## src/rtl/rf_wb_arbiter_pkg.sv

```systemverilog
// Shared types for the register-file writeback arbiter: data/address widths,
// source-select enum and the async result FIFO entry.
package rf_wb_arbiter_pkg;

  localparam int DW = 32;
  localparam int AW = 5;

  typedef enum logic [1:0] {
    SRC_NONE,
    SRC_PIPE,
    SRC_ASYNC
  } src_e;

  typedef struct packed {
    logic [AW-1:0] rd;
    logic [DW-1:0] wd;
  } wb_entry_t;

endpackage

```

## src/rtl/rf_wb_arbiter_wb_fifo.sv

```systemverilog
// Synchronous FIFO of writeback entries; a push while full is dropped,
// and a pop of an empty FIFO is ignored. DEPTH must be a power of 2.
module wb_fifo
  import rf_wb_arbiter_pkg::*;
#(
  parameter int DEPTH = 4
) (
  input  logic                   clk,
  input  logic                   rst,
  input  logic                   push,
  input  wb_entry_t              push_data,
  input  logic                   pop,
  output wb_entry_t              head,
  output logic                   full,
  output logic                   empty,
  output logic [$clog2(DEPTH):0] count
);

  localparam int PW = $clog2(DEPTH);

  wb_entry_t     mem_q [DEPTH];
  wb_entry_t     mem_d [DEPTH];
  logic [PW-1:0] wr_ptr_q, wr_ptr_d;
  logic [PW-1:0] rd_ptr_q, rd_ptr_d;
  logic [PW:0]   count_q, count_d;
  logic          do_push, do_pop;

  assign full  = (count_q == (PW+1)'(DEPTH));
  assign empty = (count_q == '0);
  assign count = count_q;
  assign head  = mem_q[rd_ptr_q];

  always_comb begin
    do_push  = push && !full;
    do_pop   = pop && !empty;
    mem_d    = mem_q;
    wr_ptr_d = wr_ptr_q;
    rd_ptr_d = rd_ptr_q;
    count_d  = count_q;
    if (do_push) begin
      mem_d[wr_ptr_q] = push_data;
      wr_ptr_d        = wr_ptr_q + 1'b1;
    end
    if (do_pop) begin
      rd_ptr_d = rd_ptr_q + 1'b1;
    end
    case ({do_push, do_pop})
      2'b10:   count_d = count_q + 1'b1;
      2'b01:   count_d = count_q - 1'b1;
      default: count_d = count_q;
    endcase
  end

  // Storage is not reset; clearing the pointers is enough to discard entries.
  always_ff @(posedge clk) begin
    mem_q <= mem_d;
    if (rst) begin
      wr_ptr_q <= '0;
      rd_ptr_q <= '0;
      count_q  <= '0;
    end else begin
      wr_ptr_q <= wr_ptr_d;
      rd_ptr_q <= rd_ptr_d;
      count_q  <= count_d;
    end
  end

endmodule

```

## src/rtl/rf_wb_arbiter.sv

```systemverilog
// Single RF write-port master merging pipeline writebacks with buffered async
// results, plus a pending-destination scoreboard. Define WB_TRACE_EN to trace writes.
module rf_wb_arbiter
  import rf_wb_arbiter_pkg::*;
#(
  parameter int FIFO_DEPTH = 4,
  parameter int STARVE_MAX = 8
) (
  input  logic                        clk,
  input  logic                        rst,
  input  logic                        pipe_we,
  input  logic [AW-1:0]               pipe_rd,
  input  logic [DW-1:0]               pipe_wd,
  output logic                        pipe_hold,
  input  logic                        as_valid,
  output logic                        as_ready,
  input  logic [AW-1:0]               as_rd,
  input  logic [DW-1:0]               as_wd,
  input  logic                        iss_valid,
  input  logic [AW-1:0]               iss_rd,
  output logic [31:0]                 pend_mask,
  output logic [AW-1:0]               A3,
  output logic [DW-1:0]               WD,
  output logic                        RFWr,
  output logic [$clog2(FIFO_DEPTH):0] fifo_cnt
);

  localparam int SW = $clog2(STARVE_MAX + 1);

  logic          p_sel, pop, push, full, empty;
  wb_entry_t     head, push_data;
  src_e          sel;
  logic [AW-1:0] a3_q, a3_d;
  logic [DW-1:0] wd_q, wd_d;
  logic          rfwr_q, rfwr_d;
  logic          hold_q, hold_d;
  logic [31:0]   pend_q, pend_d, set_vec, clr_vec;
  logic [SW-1:0] starve_q, starve_d;

  assign push_data = '{rd: as_rd, wd: as_wd};
  assign push      = as_valid && !full;
  assign as_ready  = !full;
  assign A3        = a3_q;
  assign WD        = wd_q;
  assign RFWr      = rfwr_q;
  assign pipe_hold = hold_q;
  assign pend_mask = pend_q;

  wb_fifo #(.DEPTH(FIFO_DEPTH)) u_fifo (
    .clk      (clk),
    .rst      (rst),
    .push     (push),
    .push_data(push_data),
    .pop      (pop),
    .head     (head),
    .full     (full),
    .empty    (empty),
    .count    (fifo_cnt)
  );

  always_comb begin
    p_sel  = pipe_we && (pipe_rd != '0);
    pop    = !p_sel && !empty;
    sel    = p_sel ? SRC_PIPE : (pop ? SRC_ASYNC : SRC_NONE);
    a3_d   = a3_q;
    wd_d   = wd_q;
    rfwr_d = 1'b0;
    case (sel)
      SRC_PIPE: begin
        a3_d   = pipe_rd;
        wd_d   = pipe_wd;
        rfwr_d = 1'b1;
      end
      // An r0 entry still consumes its slot but never reaches the RF.
      SRC_ASYNC: begin
        if (head.rd != '0) begin
          a3_d   = head.rd;
          wd_d   = head.wd;
          rfwr_d = 1'b1;
        end
      end
      default: ;
    endcase

    starve_d = '0;
    if (!empty && !pop) begin
      starve_d = (starve_q == SW'(STARVE_MAX)) ? starve_q : starve_q + 1'b1;
    end
    hold_d = hold_q;
    if (pop) begin
      hold_d = 1'b0;
    end else if (starve_q == SW'(STARVE_MAX)) begin
      hold_d = 1'b1;
    end

    set_vec = (iss_valid && (iss_rd != '0)) ? (32'd1 << iss_rd) : '0;
    clr_vec = pop ? (32'd1 << head.rd) : '0;
    pend_d  = set_vec | (pend_q & ~clr_vec);
  end

  always_ff @(posedge clk) begin
    if (rst) begin
      a3_q     <= '0;
      wd_q     <= '0;
      rfwr_q   <= 1'b0;
      hold_q   <= 1'b0;
      pend_q   <= '0;
      starve_q <= '0;
    end else begin
      a3_q     <= a3_d;
      wd_q     <= wd_d;
      rfwr_q   <= rfwr_d;
      hold_q   <= hold_d;
      pend_q   <= pend_d;
      starve_q <= starve_d;
    end
  end

`ifdef WB_TRACE_EN
  src_e src_q;

  always_ff @(posedge clk) begin
    src_q <= rst ? SRC_NONE : sel;
  end

  always @(posedge clk) begin
    if (rfwr_q) begin
      $display("[WB] A3=%0d WD=%h src=%s fifo_cnt=%0d", a3_q, wd_q,
               (src_q == SRC_PIPE) ? "PIPE" : "ASYNC", fifo_cnt);
    end
  end
`endif

endmodule

```

## config.mk

```make
export PLATFORM = sky130hd
export DESIGN_NAME = rf_wb_arbiter
export DESIGN_NICKNAME = d
export VERILOG_FILES = /design/src/rtl/rf_wb_arbiter_pkg.sv /design/src/rtl/rf_wb_arbiter_wb_fifo.sv /design/src/rtl/rf_wb_arbiter.sv
export SDC_FILE = /design/constraint.sdc
export NUM_CORES = 1
export LEC_CHECK = 0
export BUFFER_PORTS_ARGS = -buffer_cell sky130_fd_sc_hd__buf_2
export CAP_MARGIN = 20
export CELL_PAD_IN_SITES_DETAIL_PLACEMENT = 0
export CELL_PAD_IN_SITES_GLOBAL_PLACEMENT = 2
export CORE_ASPECT_RATIO = 1.75
export CORE_MARGIN = 3
export CORE_UTILIZATION = 41
export DETAILED_ROUTE_END_ITERATION = 10
export GPL_ROUTABILITY_DRIVEN = 1
export PLACE_DENSITY = 0.88
export RECOVER_POWER = 100
export SETUP_SLACK_MARGIN = 0.2
export SKIP_LAST_GASP = 1
export SLEW_MARGIN = 5
export SYNTH_ARGS = -nofsm -noshare
export SYNTH_HDL_FRONTEND = slang
export SYNTH_SLANG_ARGS = --single-unit
```

## constraint.sdc

```tcl
create_clock -name clk -period 5.7 [get_ports clk]
set_input_delay 0.855 -clock clk [delete_from_list [all_inputs] [get_ports clk]]
set_output_delay 0.855 -clock clk [all_outputs]
set_load 0.02 [all_outputs]
```

-- After elaboration in Yosys (flattened, before gate mapping)
Index checks and enable logic that the tools add are counted.
- input bits: 84
- flip-flop bits (word level): 230
- output and inout port bits: 75
- word-level logic and storage cells: 78
- equal/unequal tests: 7
- magnitude comparators: 3
- add/subtract/negate cells: 5
- multiplexer cells: 17
- reductions and logical operators: 21
- shift-type cells: 2
- bitwise gates (word level): 6
- operator list (operator ; number):
    $bwmux W148 ; 1
    $mux W37 ; 3
    $mux W32 ; 3
    $bmux W37 S2 ; 1
    $demux W37 S2 ; 1
    $pmux W32 S2 ; 1
    $shl A1 B5 Y32 const A ; 2
    $and A32 B32 Y32 ; 1
    $not A32 Y32 ; 1
    $or A32 B32 Y32 ; 1
    $reduce_bool A5 Y1 ; 3
    $pmux W5 S2 ; 1
    $logic_and A1 B1 Y1 ; 8
    $ge A3 B3 Y1 const B ; 2
    $not A2 Y3 ; 2
    $pmux W3 S2 ; 1
    $mux W5 ; 1
    $add A2 B1 Y2 const B ; 2
    $add A4 B1 Y4 const B ; 1
    $eq A2 B1 Y1 const B ; 2
    $eq A2 B2 Y1 const B ; 2
    $eq A4 B4 Y1 const B ; 1
    $logic_not A1 Y1 ; 4
    $mux W2 ; 2
    12 further kinds ; 14

-- Logic depth before layout (Yosys ltp)
Gate-level depths: netlist (run 1).
- word-level depth: 9
- depth in mapped cells: 10
- gate-level depth less buffers: 8

-- Hierarchy
A second synthesis (run 1) with hierarchy kept.
- cells, all modules: 670
- area, all modules: 9163.8 um^2
- by module, submodules not included (module ; instances ; sequential area each (um^2) ; area each (um^2) ; cells each):
    wb_fifo ; 1 ; 4584.4 ; 5760.5 ; 243
    rf_wb_arbiter ; 1 ; 1501.4 ; 3403.3 ; 427

-- Least setup slack after synthesis (run 1)
Ideal clock, no wire load.
- path type: in2reg
- start: input pipe_we
- end: register u_fifo.count_q[2], in the netlist u_fifo.count[2]
- stages on the path: 10
- path buffers: 3
- arrival time: 2945 ps
- library setup time: 70 ps
- data required time: 5630 ps
- slack: 2684 ps
- cell sequence: clkbuf_1 -> o21a_1 -> clkbuf_1 -> clkbuf_1 -> nor3_1 -> ha_1 -> fa_1 -> xnor2_1 -> or3_1 -> a21oi_1
- longest elaborated chain between the ends: 6
- elaborated cells between the ends (all ways): 8
- those cells by class: 2 x eq/ne; 1 x mux; 5 x reduce/logical
- RTL lines (element ; line ; source):
    start, declared ; rf_wb_arbiter.sv:11 ; input logic pipe_we,
    $logic_and A1 B1 Y1 * ; rf_wb_arbiter.sv:62 ; p_sel = pipe_we && (pipe_rd != '0);
    $logic_not A1 Y1 * ; rf_wb_arbiter.sv:63 ; pop = !p_sel && !empty;
    $logic_and A1 B1 Y1 * ; rf_wb_arbiter.sv:63 ;
    $logic_and A1 B1 Y1 * ; rf_wb_arbiter_wb_fifo.sv:35 ; do_pop = pop && !empty;
    via u_fifo.do_pop ; rf_wb_arbiter_wb_fifo.sv:26 ; logic do_push, do_pop;
    $eq A2 B1 Y1 or $eq A2 B2 Y1 (tied branches) ; rf_wb_arbiter_wb_fifo.sv:47 ; case ({do_push, do_pop})
    $pmux W3 S2 or $reduce_bool A2 Y1 (tied branches) ; n/a ;
    end signal, assigned ; rf_wb_arbiter_wb_fifo.sv:64 ; count_q <= count_d;
    end, declared ; rf_wb_arbiter_wb_fifo.sv:25 ; logic [PW:0] count_q, count_d;
The timed path passes the listed nets; every way through them passes the cells marked *.
A chain may end at the register's enable or synchronous reset.

-- Worst setup path after layout (run 1)
- start: register u_fifo.rd_ptr_q[0]
- end: register wd_q[7], in the netlist WD[7]
- longest elaborated chain between the ends: 7
- elaborated cells between the ends (all ways): 9
- those cells by class: 1 x eq/ne; 5 x mux; 1 x bitwise; 2 x reduce/logical
- RTL lines (element ; line ; source):
    start, declared ; rf_wb_arbiter_wb_fifo.sv:24 ; logic [PW-1:0] rd_ptr_q, rd_ptr_d;
    start signal, assigned ; rf_wb_arbiter_wb_fifo.sv:63 ; rd_ptr_q <= rd_ptr_d;
    $not A2 Y3 (implied by the code) * ; rf_wb_arbiter_wb_fifo.sv:31 ; assign head = mem_q[rd_ptr_q];
    $bmux W37 S2 * ; rf_wb_arbiter_wb_fifo.sv:31 ;
    $mux W37 (implied by the code) * (2 in a row) ; rf_wb_arbiter_wb_fifo.sv:31 ;
    $reduce_bool A5 Y1 ; rf_wb_arbiter.sv:76 ; if (head.rd != '0) begin
    $ne A2 B2 Y1 (no source line) ; n/a ;
    $reduce_and A2 Y1 (no source line) ; n/a ;
    end signal, assigned ; rf_wb_arbiter.sv:111 ; wd_q <= wd_d;
    end, declared ; rf_wb_arbiter.sv:34 ; logic [DW-1:0] wd_q, wd_d;
Mark *: on every way between the ends. The rest lies on a longest branch, timed or not. The select of a mux whose other input is x is not followed.

==> results of run 1 <==
## state kept, by name, indices dropped and copies added (netlist names)
name / flops
u_fifo.count: 3
A3: 5
u_fifo.wr_ptr_q: 2
u_fifo.mem_q: 148
RFWr: 1
WD: 32
pend_mask: 32
pipe_hold: 1
starve_q: 4
u_fifo.rd_ptr_q: 2
## cells by family (layout without fill, tap and decap cells)
group           Yosys count  count (layout)
buf+inv                  90             217
other cells               0               1
simple gates            265             265
mux                      42              42
xor+xnor                  7               7
compound gates          185             185
fa+ha+maj                 8               8
flops                   230             230
## worst max path at each step
stage                                   from  cells after the start              end
after global placement               pipe_we                      9  u_fifo.count[2]
after CTS                 u_fifo.rd_ptr_q[1]                      6            WD[7]
after detailed placement             pipe_we                      9  u_fifo.count[2]
after floorplan                      pipe_we                     10  u_fifo.count[2]
after global routing      u_fifo.rd_ptr_q[0]                      5           WD[13]
final                     u_fifo.rd_ptr_q[0]                      5            WD[7]
## where the power goes
| part | switching, mW | internal, mW | leakage [nW] |
|---|---|---|---|
| clock | 0.635 | 0.747 | 0.321 |
| sequential | 0.167 | 2.00 | 2.03 |
| combinational | 0.821 | 0.431 | 1.28 |
| total | 1.62 | 3.18 | 3.63 |
## per-layer routing
metal / global-route usage [%] / vias to the layer above / share of wire, %
li1: - / 3517 / -
met1: 26.06 / 3714 / 41
met2: 36.44 / 257 / 52
met3: 2.417 / 36 / 4.8
met4: 6.263 / 0 / 2.2
met5: 0 / - / 0
## area by class of cell
| class | count | area [sq um] |
|---|---|---|
| clock inverter | 11 | 68.82 |
| timing repair buffer | 171 | 775.7 |
| tap | 312 | 390.4 |
| clock buffer | 29 | 598.1 |
| sequential | 230 | 6087 |
| fill | 2295 | 12960 |
| inverter | 6 | 22.52 |
| antenna | 1 | 2.502 |
| multi-input combinational | 507 | 3916 |
## metrics by stage
step           power, mW  cell area [sq um]  std cells
3_3_place_gp       3.466              11300       1223
4_1_cts            4.862              11990       1264
6_report           4.798              11860       1267
3_5_place_dp       3.487              11320       1224
2_1_floorplan      3.031              10400        827
5_1_grt            5.010              11860       1267
## cells in the mapped netlist, drive strengths merged (2+ instances only)
cell type	number
clkbuf	63
or2	3
nor3	5
mux2i	3
and3b	3
or3	3
buf	21
nand2b	4
nand4	70
o2111ai	36
xor2	3
o31ai	32
a21oi	36
and3	7
o211ai	40
nor2b	69
mux4	37
ha	7
xnor2	4
or4	37
edfxtp	148
inv	6
nand3	2
nor2	14
nor3b	4
mux2	2
o21a	2
nand2	41
dfxtp	82
o21ai	37
## worst min-delay path: cells and delay by family, from the launching register on
kind	cells	cell delay, ns
DFF	1	0.32
AOI/OAI and AO/OA	1	0.03
and+or+nand+nor	1	0.06
==> results.md, run 1 <==
- The flow ran to the end, but the final reports show violations.
- The final reports fail on capacitance limit, slew limit.
- The worst hold endpoint is pend_mask[0].
- The shortest clock period the worst path allows after layout is ~4.0 ns.
- A synthesized cell averages between 10 and 15 sq um.
- The proportion of synthesized chip area in sequential cells is 58.52%.
- The number of enable-type register cells in the synthesized netlist is approximately 150.
- Dividing total power by cell area gives a power density of 404.5 nW/um^2.
- On the critical path, the stage with the largest delay is an instance of sky130_fd_sc_hd__mux2_1.
- The leading area contributor after synthesis is sky130_fd_sc_hd__edfxtp_1.
- Across all register-to-register paths, the minimum setup slack is around 1.7 ns.
- The total of max-cap violations is 6.
- The simple-gate share of the synthesized area is approximately 15%.
- The number of gates given a new drive strength after cts is 0.
- In the synthesized netlist, mux cells make up 8.518% of the area.
- The maximum vdd drop is around 0.23 mV.
- The actual transition at the worst max-transition pin is between 2 and 2.5 ns.
- The hold-critical path depth is 2.
- The routed design has ~29,000 um of wire.
- The area of the die is about 27,000 sq um.
- Setup repair after global routing left no endpoint under its margin.
- Relative to the synthesized area, the layout overhead comes to 14.05%.
- Across all setup checks in the final design, the least slack found is roughly 1.7 ns.
- Among the stages of the critical path, the cell type that occurs most often is sky130_fd_sc_hd__buf_4.
- At the end of routability-driven placement, the weighted congestion stood at about 0.75.
- The number of design rule violations left after detail routing is 0.
- The post-route clock skew is between 0.01 and 0.015 ns.
- The total of warnings raised by yosys is 0.
- During I/O placement, the number of pins put on the boundary was 159.
- The required time of the critical path is 6.07 ns.
- The number of antenna violations at the first check in global routing is 2.
- The critical path goes through buf_4, mux2_1, and3_1, buf_4, o211ai_1.
- The number of buffers added by the clock tree synthesis step is 23.
- The residual antenna-violating net count after detailed routing is 0.
- The main combinational cell family by area after synthesis is simple AND/OR/NAND/NOR gates.
- The destination of the worst register-to-register timing path is WD[7].
- The clock passes through at most 3 buffers.
- The row count is between 70 and 80.
- Broken down by cell family, the worst path's largest delay share belongs to multiplexers.
- The xor/xnor cell area share of the yosys netlist is 0.5895%.
- Hold timing on the final database bottoms out at a slack of 0.4560 ns.
- The core area is around 25,000 sq um.
- In the final routed layout, each cell accounts on average for between 20 and 25 um.
- The fraction of the mapped netlist area in compound gates is between 10% and 20%.
- The prevailing post-synth register cell is sky130_fd_sc_hd__edfxtp_1.
- Input and output buffers added on the ports amount to 158.
- For the final routed database, the setup TNS stands at 0 ns.
- The die boundary width is about 130 um.
- The worst hold path begins at pend_mask[0].
- Synthesis handed over a netlist of approximately 830 instances.
- After the last flow step, the layout net total stands at between 1,000 and 1,500.
- The mapped netlist covers roughly 10,000 sq um.
- The netlist uses 42 different library cells.
- For this run, asynchronously set or reset flops after synthesis account for 0%.
- The number of hold buffers added after CTS is 0.
- The number of sinks on the clock net is 230.
- The buffer and inverter count on the worst path is 2.
- The initial DRC count is 540.
- For the worst setup path, the data arrival time is between 4 and 5 ns.
- The worst register-to-register path begins at u_fifo.rd_ptr_q[0].
- OpenSTA, run right after detailed placement, puts the worst setup slack at roughly 2.2 ns.
- In this run the number of H-tree levels came out at 1.
- The number of hold violations in the final report is 0.
- The post-route netlist has 14.26% of its cells at a drive strength greater than 1.
- The startpoint type of the worst setup path is a register.
- The worst hold path class is reg -> reg.
- The initial utilization of the core area, before any placement, comes to 41.90%.
- The critical-path maximum fanout is 37.
- The number of pins with negative max-slew slack in the final report is between 200 and 250.
- The number of cells traversed by the worst register-to-register path is 5.
- The number of global-route vias before repair is approximately 7,500.
- The critical path endpoint category is a register.
- Synthesis inferred between 200 and 250 register bits.
- The number of vias per cell after detailed routing is 5.938.
- Detailed placement finished with a half-perimeter wire length of roughly 18,000 um.
- The buffer count from post-CTS setup fixing is 0.
- The total vias in the final route is about 7,500.
- By area the synthesized netlist is led by sky130_fd_sc_hd__edfxtp_1 43%, sky130_fd_sc_hd__dfxtp_1 16%, sky130_fd_sc_hd__mux4_2 8.0%, sky130_fd_sc_hd__nand4_1 4.2%, sky130_fd_sc_hd__nor2b_1 4.2%.
- The first global-routing pass estimated roughly 44,000 um of wire.
- The adder-cell share of the synthesized area is under 10%.
- The final global-route overflow total is 0.
- In the finished design, the share of the clock period the worst path needs comes to 69.83%.
- The number of setup violations in the final report is 0.
- Derived from the worst setup path, the maximum achievable clock frequency is around 0.25 GHz.
- The area share of the largest cell type after synthesis is a little over two fifths.
- The largest single stage delay on the critical path is roughly 1.2 ns.
- The total routing resource utilization after global routing is about a fifth.
- The clock root buffer is sky130_fd_sc_hd__clkbuf_16.
- The utilization after layout is a little under half.
- The later-pin clock latency in the skew report is 0.51 ns.
- TritonCTS built the clock tree.
- From bottom edge to top edge, the die measures about 220 um.
- The cell leakage power is between 3 and 4 nW.
- The top cell types in the final layout, fill and taps aside, are 148 x sky130_fd_sc_hd__edfxtp_1, 120 x sky130_fd_sc_hd__clkbuf_1, 81 x sky130_fd_sc_hd__dfxtp_1.
- The number of detailed-route iterations in the first pass is 5.
- Entering global routing, the biggest net connects between 70 and 80 pins.
- In this run the tightest slew margin relative to its limit is -39.34%.
- The post-CTS clock slew at the launch and capture registers of the worst setup and hold paths is 0.06 ns.
- The critical path is of the reg -> reg type.
- Leaving out fill and tap cells, the most frequent cell in the layout is sky130_fd_sc_hd__edfxtp_1.
- Synthesis produced a netlist with a net count of just over 900.
No activity file was read; power rests on OpenSTA's default activity.
==> run 2, diff against run 1 <==
--- a/config.mk
+++ b/config.mk
@@ -11,10 +11,10 @@
 export CELL_PAD_IN_SITES_GLOBAL_PLACEMENT = 2
 export CORE_ASPECT_RATIO = 1.75
 export CORE_MARGIN = 3
-export CORE_UTILIZATION = 41
+export CORE_UTILIZATION = 35
 export DETAILED_ROUTE_END_ITERATION = 10
 export GPL_ROUTABILITY_DRIVEN = 1
-export PLACE_DENSITY = 0.88
+export PLACE_DENSITY = 0.8
 export RECOVER_POWER = 100
 export SETUP_SLACK_MARGIN = 0.2
 export SKIP_LAST_GASP = 1
==> constraint.sdc (replaced) <==
create_clock -name clk -period 3.6 [get_ports clk]
set_input_delay 0.54 -clock clk [delete_from_list [all_inputs] [get_ports clk]]
set_output_delay 0.54 -clock clk [all_outputs]
set_load 0.02 [all_outputs]
==> run 2 against run 1 <==
Effect of this change:
- the flow still finishes with violations (capacitance limit, slew limit)
- clock skew rose by 0.0017 ns
- routed wire length rose by 5.8%
- total power rose by 63%
==> results.md, run 2 (synthesized netlist as in run 1, its figures left out) <==
- The internal power consumption is 5.229 mW (+65%).
- The total of buffers placed on input and output ports is 158 (unchanged).
- The die boundary width was 136.3 um (+7.8%).
- The total number of nets in the final design is 1,033 (+0.19%).
- The wire length of the first global-routing pass is 45,770 um (+3.0%).
- The cell leakage power is 3.654 nW (+0.63%).
- The worst hold path belongs to the class in -> reg.
- The top cell types in the final layout, fill and taps aside, are 148 x sky130_fd_sc_hd__edfxtp_1, 118 x sky130_fd_sc_hd__clkbuf_1, 81 x sky130_fd_sc_hd__dfxtp_1.
- The total routing resource utilization after global routing was 18.80% (-1.7 points).
- The buffer count from post-CTS setup fixing is 0 (unchanged).
- The number of antenna violations at the first check in global routing came to 5 (+3).
- The most crowded layer after global routing is met2.
- The area taken by flip-flops and latches was 6087 sq um (unchanged).
- The sequential share of power is 43.2% (-1.9 points).
- From synthesis to final layout, the design area changed by 15.45%.
- The relative max-transition margin is -39.97% (-0.63 points).
- The number of flip-flops under the largest register name is 148 (unchanged).
- The number of design rule violations left after detail routing is 0 (unchanged).
- The boundary pin count is 159 (unchanged).
- The worst setup path is captured at a register.
- The area of the die is 31,900 sq um (+16%).
- The required time of the critical path is 4.05 ns (-2.02 ns).
- The initial DRC count is 562 (+4.1%).
- The net load switching power was 2.609 mW (+61%).
- The placed wire-length estimate is 19,410 um (+5.4%).
- The number of hold buffers added after CTS is 0 (unchanged).
- The final global-route overflow total was 0 (unchanged).
- The number of pins with negative max-slew slack in the final report is 190 (-14%).
- The largest net degree at the start of global routing is 78 (-1.3%).
- The setup TNS is 0 ns (unchanged).
- The hold-critical path depth is 1 (-1).
- The later-pin clock latency in the skew report is 0.53 ns (+0.02 ns).
- Setup repair after global routing left no endpoint under its margin.
- The residual antenna-violating net count after detailed routing is 0 (unchanged).
- The worst hold path terminates at u_fifo.mem_q[50].
- The number of sinks on the clock net is 230 (unchanged).
- The critical path starts at u_fifo.count[0].
- The reg-to-reg critical path startpoint is u_fifo.count[0].
- The post-route clock skew is 0.01234 ns (+0.001738 ns).
- The most common cell after layout, fill and taps aside is sky130_fd_sc_hd__edfxtp_1.
- The core area is 28,930 sq um (+17%).
- The share of the cycle needed by the critical path after routing is 81.20% (+11 points).
- The final reports fail on capacitance limit, slew limit.
- The met2 global-route usage came to 33.56% (-2.9 points).
- The fraction of power spent switching nets was 33.29% (-0.53 points).
- The routed wire length is 30,580 um (+5.8%).
- The actual transition at the worst max-transition pin is 2.100 ns (+0.009387 ns).
- The portion of total power attributed to the clock network is 30.8% (+2.0 points).
- The total power per unit cell area was 652.8 nW/um^2 (+61%).
- The count of H-tree levels built during CTS is 1 (unchanged).
- The run finished, with violations left.
- The shortest clock period the worst path allows after layout is 2.923 ns (-1.057 ns).
- The number of setup violations in the final report was 0 (unchanged).
- The floorplan die height is 234.0 um (+8.0%).
- The weighted congestion reported at the end of routability-driven placement is 0.7569 (+1.5%).
- The maximum vdd drop was 0.4303 mV (+86%).
- The startpoint-to-endpoint class of the critical path is reg -> reg.
- The number of buffers added by the clock tree synthesis step is 23 (unchanged).
- The root buffer cell chosen for the clock tree is sky130_fd_sc_hd__clkbuf_16.
- The worst hold path begins at as_wd[13].
- The count of placed standard cells in the final layout, fillers left out came to 1,335 (+5.4%).
- The number of gates given a new drive strength after cts is 0 (unchanged).
- The maximum clock insertion buffer count is 3 (unchanged).
- The total vias in the final route came to 7,704 (+2.4%).
- The row count is 82 (+7.9%).
- The most flop-heavy register is u_fifo.mem_q.
- The post-CTS clock slew at the launch and capture registers of the worst setup and hold paths was 0.07 ns (about the same).
- The internal reg-to-reg setup slack came to 0.68 ns (-1.04 ns).
- The endpoint identified for the worst register-to-register timing path is A3[0].
- The TritonCTS clock tree is done.
- The combinational share of power came to 26.0% (about the same).
- The number of hold violations in the final report is 0 (unchanged).
- The area of the multi-input gates came to 3918 sq um (about the same).
- The number of cells traversed by the worst register-to-register path was 4 (-1).
- The data arrival time of the worst path is 3.37 ns (-0.98 ns).
- The number of global-route vias before repair came to 7,600 (+1.4%).
- The critical-path maximum fanout came to 37 (unchanged).
- The met3 track demand over resource is 2.641% (+0.22 points).
- The number of vias per cell after detailed routing is 5.771 (-2.8%).
- The total of max-cap violations is 5 (-1).
- The number of detailed-route iterations in the first pass was 5 (unchanged).
- The average wire per cell in the routed design came to 22.91 um (+0.37%).
- The overall power consumption is 7.838 mW (+63%).
- The initial core utilization came to 35.95% (-6.0 points).
- The fill cell total of the finished layout is 2,829 (+23%).
- The routing usage on met1 is 22.77% (-3.3 points).
- The achievable frequency came to 0.3421 GHz (+36%).
- The fraction of layout cells with a size suffix above 1 is 14.85% (+0.60 points).
- The total placed cells including tap cells is 1,294 (+5.7%).
- The startpoint type of the worst setup path is a register.
==> run 2: worst max-delay path by stage <==
stage / to / slack, ns / depth (start not counted)
finish: A3[0] / 0.68 / 4
global placement: pend_mask[1] / 0.80 / 6
CTS: WD[3] / 0.96 / 5
detailed placement: pend_mask[13] / 0.74 / 6
floorplan: u_fifo.count[2] / 0.90 / 10
global route: A3[3] / 0.44 / 4
==> run 2: per-stage QoR <==
step	hold WS, ns	area, sq um	util (%)	setup slack, ns
after floorplan	0.4619	10400	-	0.8995
after global placement	0.4433	11420	39.47	0.8000
after detailed placement	0.4424	11420	39.47	0.7387
after CTS	0.2079	12160	42.04	0.9617
after global routing	0.2738	12010	41.50	0.4413
final	0.2707	12010	41.50	0.6768
==> run 2: cell type report <==
class / instances / area share (%)
Sequential cell: 230 / 50.70
Clock inverter: 10 / 0.9275
Clock buffer: 30 / 5.273
Inverter: 6 / 0.1876
Antenna cell: 1 / 0.02084
Timing Repair Buffer: 173 / 6.326
Tap cell: 378 / 3.939
Multi-Input combinational cell: 507 / 32.63
==> run 2: power by group through the flow <==
| stage | clock (mW) | combinational, mW | sequential [mW] |
|---|---|---|---|
| 3_5_place_dp | 0 | 2.12 | 3.44 |
| 5_1_grt | 2.56 | 2.21 | 3.43 |
| 4_1_cts | 2.46 | 2.13 | 3.38 |
| 3_3_place_gp | 0 | 2.10 | 3.43 |
| 2_1_floorplan | 0 | 1.25 | 3.55 |
| 6_report | 2.41 | 2.04 | 3.39 |
==> run 2: worst max-delay path, cell delays in order (launching register included) <==
cell and delay (ns):
sky130_fd_sc_hd__dfxtp_1 0.45, sky130_fd_sc_hd__or3_1 0.18, sky130_fd_sc_hd__clkbuf_1 1.47, sky130_fd_sc_hd__nor2_1 0.43, sky130_fd_sc_hd__o211ai_1 0.30
==> run 2: metal layers <==
| layer | vias up | wire length, um |
|---|---|---|
| met1 | 3835 | 11590 |
| met4 | 0 | 931 |
| met2 | 294 | 16310 |
| met5 | - | 0 |
| met3 | 65 | 1746 |
| li1 | 3510 | - |
==> run 3, diff against run 2 <==
--- a/config.mk
+++ b/config.mk
@@ -5,6 +5,7 @@
 export SDC_FILE = /design/constraint.sdc
 export NUM_CORES = 1
 export LEC_CHECK = 0
+export ABC_AREA = 1
 export BUFFER_PORTS_ARGS = -buffer_cell sky130_fd_sc_hd__buf_2
 export CAP_MARGIN = 20
 export CELL_PAD_IN_SITES_DETAIL_PLACEMENT = 0
@@ -14,7 +15,7 @@
 export CORE_UTILIZATION = 35
 export DETAILED_ROUTE_END_ITERATION = 10
 export GPL_ROUTABILITY_DRIVEN = 1
-export PLACE_DENSITY = 0.8
+export PLACE_DENSITY = 0.84
 export RECOVER_POWER = 100
 export SETUP_SLACK_MARGIN = 0.2
 export SKIP_LAST_GASP = 1
==> constraint.sdc (replaced) <==
create_clock -name clk -period 2.9 [get_ports clk]
set_input_delay 0.435 -clock clk [delete_from_list [all_inputs] [get_ports clk]]
set_output_delay 0.435 -clock clk [all_outputs]
set_load 0.02 [all_outputs]
==> run 3 against run 2 <==
Effect of this change:
- the flow now finishes without violations
- combinational power up 39%
- critical path type unchanged
- clock power is 39% higher
- cell area down 3.8%
- largest power group unchanged
- register-to-register slack lost 0.25 ns
- hold slack worse by 0.10 ns
==> results.md, run 3 <==
- The flow ran to the end, and the final reports show no timing, DRC or antenna violations.
- The post-route clock skew is 0.01118 ns (-0.001166 ns).
- The floorplan die height is 226.5 um (-3.2%).
- The number of flip-flops under the largest register name is 148 (unchanged).
- The number of setup violations in the final report is 0 (unchanged).
- The number of buffers added by the clock tree synthesis step is 23 (unchanged).
- The highest layer touched by signal routing is met5.
- The total vias in the final route is 7,527 (-2.3%).
- The utilization after layout is 42.26% (+0.76 points).
- The maximum vdd drop was 0.3921 mV (-8.9%).
- The placed wire-length estimate is 18,050 um (-7.0%).
- The setup path with the least slack is of type reg -> reg.
- The number of detailed-route iterations in the first pass is 4 (-1).
- The prevailing post-synth register cell is sky130_fd_sc_hd__edfxtp_1.
- The net load switching power was 3.489 mW (+34%).
- The routed wire length is 27,260 um (-11%).
- The total of buffers placed on input and output ports is 158 (unchanged).
- The critical-path maximum fanout came to 36 (-2.7%).
- The clock root buffer is sky130_fd_sc_hd__clkbuf_16.
- The number of antenna violations at the first check in global routing is 2 (-3).
- The total power per unit cell area is 889.5 nW/um^2 (+36%).
- The worst hold path class is in -> reg.
- The number of pins with negative max-slew slack in the final report is 0 (-100%).
- The maximum clock insertion buffer count is 3 (unchanged).
- The number of vias per cell after detailed routing is 4.813 (-17%).
- The final global-route overflow total came to 0 (unchanged).
- The total number of nets in the final design is 1,271 (+23%).
- In this design, the largest share of critical-path delay is due to buffers and inverters.
- The portion of total power attributed to the clock network is 32.5% (+1.7 points).
- The async set-reset flop share out of synthesis was 0% (unchanged).
- The die boundary width is 132.0 um (-3.2%).
- The area share of the largest cell type after synthesis is 45.71% (+3.0 points).
- The required time of the critical path is 3.35 ns (-0.70 ns).
- The largest stage delay on the critical path came to 0.46 ns (-1.01 ns).
- The register bit total from synthesis is 230 (unchanged).
- The total of max-cap violations came to 0 (-5).
- Leaving out fill and tap cells, the most frequent cell in the layout is sky130_fd_sc_hd__nand2_1.
- The combinational share of power is 27.6% (+1.6 points).
- The core area is 27,330 sq um (-5.6%).
- The data arrival time of the worst path was 2.92 ns (-0.45 ns).
- The wire length on met3 came to 1278 um (-27%).
- The area of the die came to 29,900 sq um (-6.3%).
- The net count after synthesis was 1,131 (+23%).
- The achievable frequency is 0.4049 GHz (+18%).
- The hold-critical path depth is 1 (unchanged).
- The total number of cells along the worst setup path is 8 (+4).
- The total of warnings raised by yosys is 0 (unchanged).
- The TritonCTS clock tree is done.
- The fill cell total of the finished layout is 2,802 (-0.95%).
- The initial DRC count is 456 (-19%).
- The number of global-route vias before repair is 7,460 (-1.8%).
- The share of the cycle needed by the critical path after routing is 85.16% (+4.0 points).
- The critical path goes through inv_1, nand3_1, nand2_2, nand2_1, o21bai_4, buf_4, a21oi_1, nor2_1.
- The cell with the most instances after synthesis is sky130_fd_sc_hd__nand2_1.
- The relative max-transition margin is 18.66% (+59 points).
- The number of cells produced by synthesis is 1,039 (+26%).
- The number of enable-type register cells in the synthesized netlist is 148 (unchanged).
- The buffer count from post-CTS setup fixing is 0 (unchanged).
- Setup repair after global routing left no endpoint under its margin.
- The actual transition at the worst max-transition pin is 1.220 ns (-0.8794 ns).
- The number of gates given a new drive strength after cts is 0 (unchanged).
- The sequential share of power is 39.9% (-3.3 points).
- The number of sinks on the clock net was 230 (unchanged).
- The length of routed wiring on met1 is 10,200 um (-12%).
- The residual antenna-violating net count after detailed routing came to 0 (unchanged).
- The shortest clock period the worst path allows after layout is 2.470 ns (-0.4534 ns).
- Counting instances in the post-synthesis netlist gives the leading cell types as 241 x sky130_fd_sc_hd__nand2_1, 148 x sky130_fd_sc_hd__edfxtp_1, 129 x sky130_fd_sc_hd__nor2_1.
- The cell leakage power came to 4.356 nW (+19%).
- The buffer and inverter count on the worst path is 2 (+1).
- The largest net degree at the start of global routing is 76 (-2.6%).
- The post-CTS clock slew at the launch and capture registers of the worst setup and hold paths was 0.06 ns (about the same).
- The internal power consumption is 6.782 mW (+30%).
- The row count is 80 (-2.4%).
- The total placed cells including tap cells is 1,523 (+18%).
- The number of hold violations in the final report came to 0 (unchanged).
- The later-pin clock latency in the skew report came to 0.52 ns (about the same).
- The mean area per synthesized cell is 9.358 sq um (-26%).
- The slowest library cell on the worst path is sky130_fd_sc_hd__inv_1.
- The count of H-tree levels built during CTS is 1 (unchanged).
- The wire length of the first global-routing pass came to 42,320 um (-7.5%).
- The fraction of power spent switching nets was 33.97% (+0.67 points).
- The boundary pin count is 159 (unchanged).
- The count of placed standard cells in the final layout, fillers left out is 1,564 (+17%).
- The antenna diode count is 0 (-1).
- The average wire per cell in the routed design is 17.43 um (-24%).
- The biggest area contributor in the post-synthesis netlist is sky130_fd_sc_hd__edfxtp_1.
- Yosys attributes the largest share of cell area to sky130_fd_sc_hd__edfxtp_1 46%, sky130_fd_sc_hd__dfxtp_1 17%, sky130_fd_sc_hd__nand2_1 9.3%, sky130_fd_sc_hd__nor2_1 5.0%, sky130_fd_sc_hd__nand3_1 4.6%.
- The total routing resource utilization after global routing is 18.06% (-0.74 points).
- The number of hold buffers added after CTS is 0 (unchanged).
- The setup TNS is 0 ns (unchanged).
- The top cell types in the final layout, fill and taps aside, are 240 x sky130_fd_sc_hd__nand2_1, 148 x sky130_fd_sc_hd__edfxtp_1, 126 x sky130_fd_sc_hd__nor2_1.
- The startpoint type of the worst setup path is a register.
- The weighted congestion reported at the end of routability-driven placement is 0.7942 (+4.9%).
- The number of design rule violations left after detail routing came to 0 (unchanged).
- The signed area change from the synthesized netlist to the final layout is 18.76%.
- Ranked by flip-flop count, first place goes to u_fifo.mem_q.
- The fraction of layout cells with a size suffix above 1 came to 9.205% (-5.6 points).
- The number of distinct standard cells referenced by the synthesized netlist is 29 (-31%).
- The overall power consumption came to 10.27 mW (+31%).
- The critical path endpoint category is a register.
- The number of cells traversed by the worst register-to-register path was 8 (+4).
- The initial core utilization is 35.58% (-0.36 points).
- The proportion of synthesized chip area in sequential cells is 62.59% (+4.1 points).
- The mapped cell area is 9723 sq um (-6.5%).
- The met2 wire length is 14,960 um (-8.3%).
[run 3: changes by cell type after synthesis, moves of 40 or more]
cell,previous run,this run
sky130_fd_sc_hd__nand4_1,70,1
sky130_fd_sc_hd__o211ai_1,40,0
sky130_fd_sc_hd__nor2_1,14,129
sky130_fd_sc_hd__a21oi_1,36,78
sky130_fd_sc_hd__o21ai_0,35,75
sky130_fd_sc_hd__nand3_1,2,90
sky130_fd_sc_hd__nand2_1,41,241
sky130_fd_sc_hd__nor2b_1,69,0
sky130_fd_sc_hd__inv_1,6,65
[run 3: metal layers]
metal	global-route usage [%]	vias up
met1	19.32	3546
li1	-	3774
met5	0	-
met2	35.09	157
met4	6.511	4
met3	3.330	46
[run 3: worst register-to-register path, delay by kind of cell (launching register included)]
family | cells | cell delay, ns
AO/OA/AOI/OAI | 2 | 0.38
buffers and inverters | 2 | 0.83
AND/OR/NAND/NOR | 4 | 0.75
flip-flops | 1 | 0.44
[run 3: logic make-up after synthesis]
group,count (synthesis),synth area share (%)
AO/OA/AOI/OAI,187,10.13
XOR/XNOR,3,0.2703
adder cells (fa/ha/maj),8,1.107
buffers and inverters,134,5.920
flip-flops,230,62.59
AND/OR/NAND/NOR,477,19.98
[run 3: final cells by class]
type / count / area, sq um / share of cell area, %
flip-flops and latches: 230 / 6090 / 52.74
inverters: 70 / 262.8 / 2.275
repair buffers: 179 / 802.0 / 6.946
well taps: 369 / 461.7 / 3.998
clock buffers: 32 / 619.3 / 5.364
multi-input cells: 675 / 3094 / 26.80
clock inverters: 9 / 217.7 / 1.885
[run 3: through the flow]
stage                     worst slack (ns)  hold slack [ns]  area [sq um]
after floorplan                    -0.1370           0.4694          9723
after global placement              0.5107           0.4486         10900
after detailed placement            0.4860           0.4476         10900
after CTS                           0.4649           0.1069         11740
after global routing                0.1553           0.1640         11550
final                               0.4302           0.1694         11550
[run 3: final timing paths]
kind | startpoint | to | slack (ns)
max reg2reg | u_fifo.rd_ptr_q[1] | WD[2] | 0.43
max | u_fifo.rd_ptr_q[1] | WD[2] | 0.43
min reg2reg | pend_mask[6] | pend_mask[6] | 0.46
min | as_rd[4] | u_fifo.mem_q[147] | 0.17
[run 3: power by group through the flow]
stage	Clock, mW	Sequential, mW	Combinational [mW]
after floorplan	0	4.34	1.82
after global placement	0	4.15	2.98
after detailed placement	0	4.16	3.00
after CTS	3.44	4.09	3.01
after global routing	3.56	4.15	3.22
final	3.34	4.09	2.83
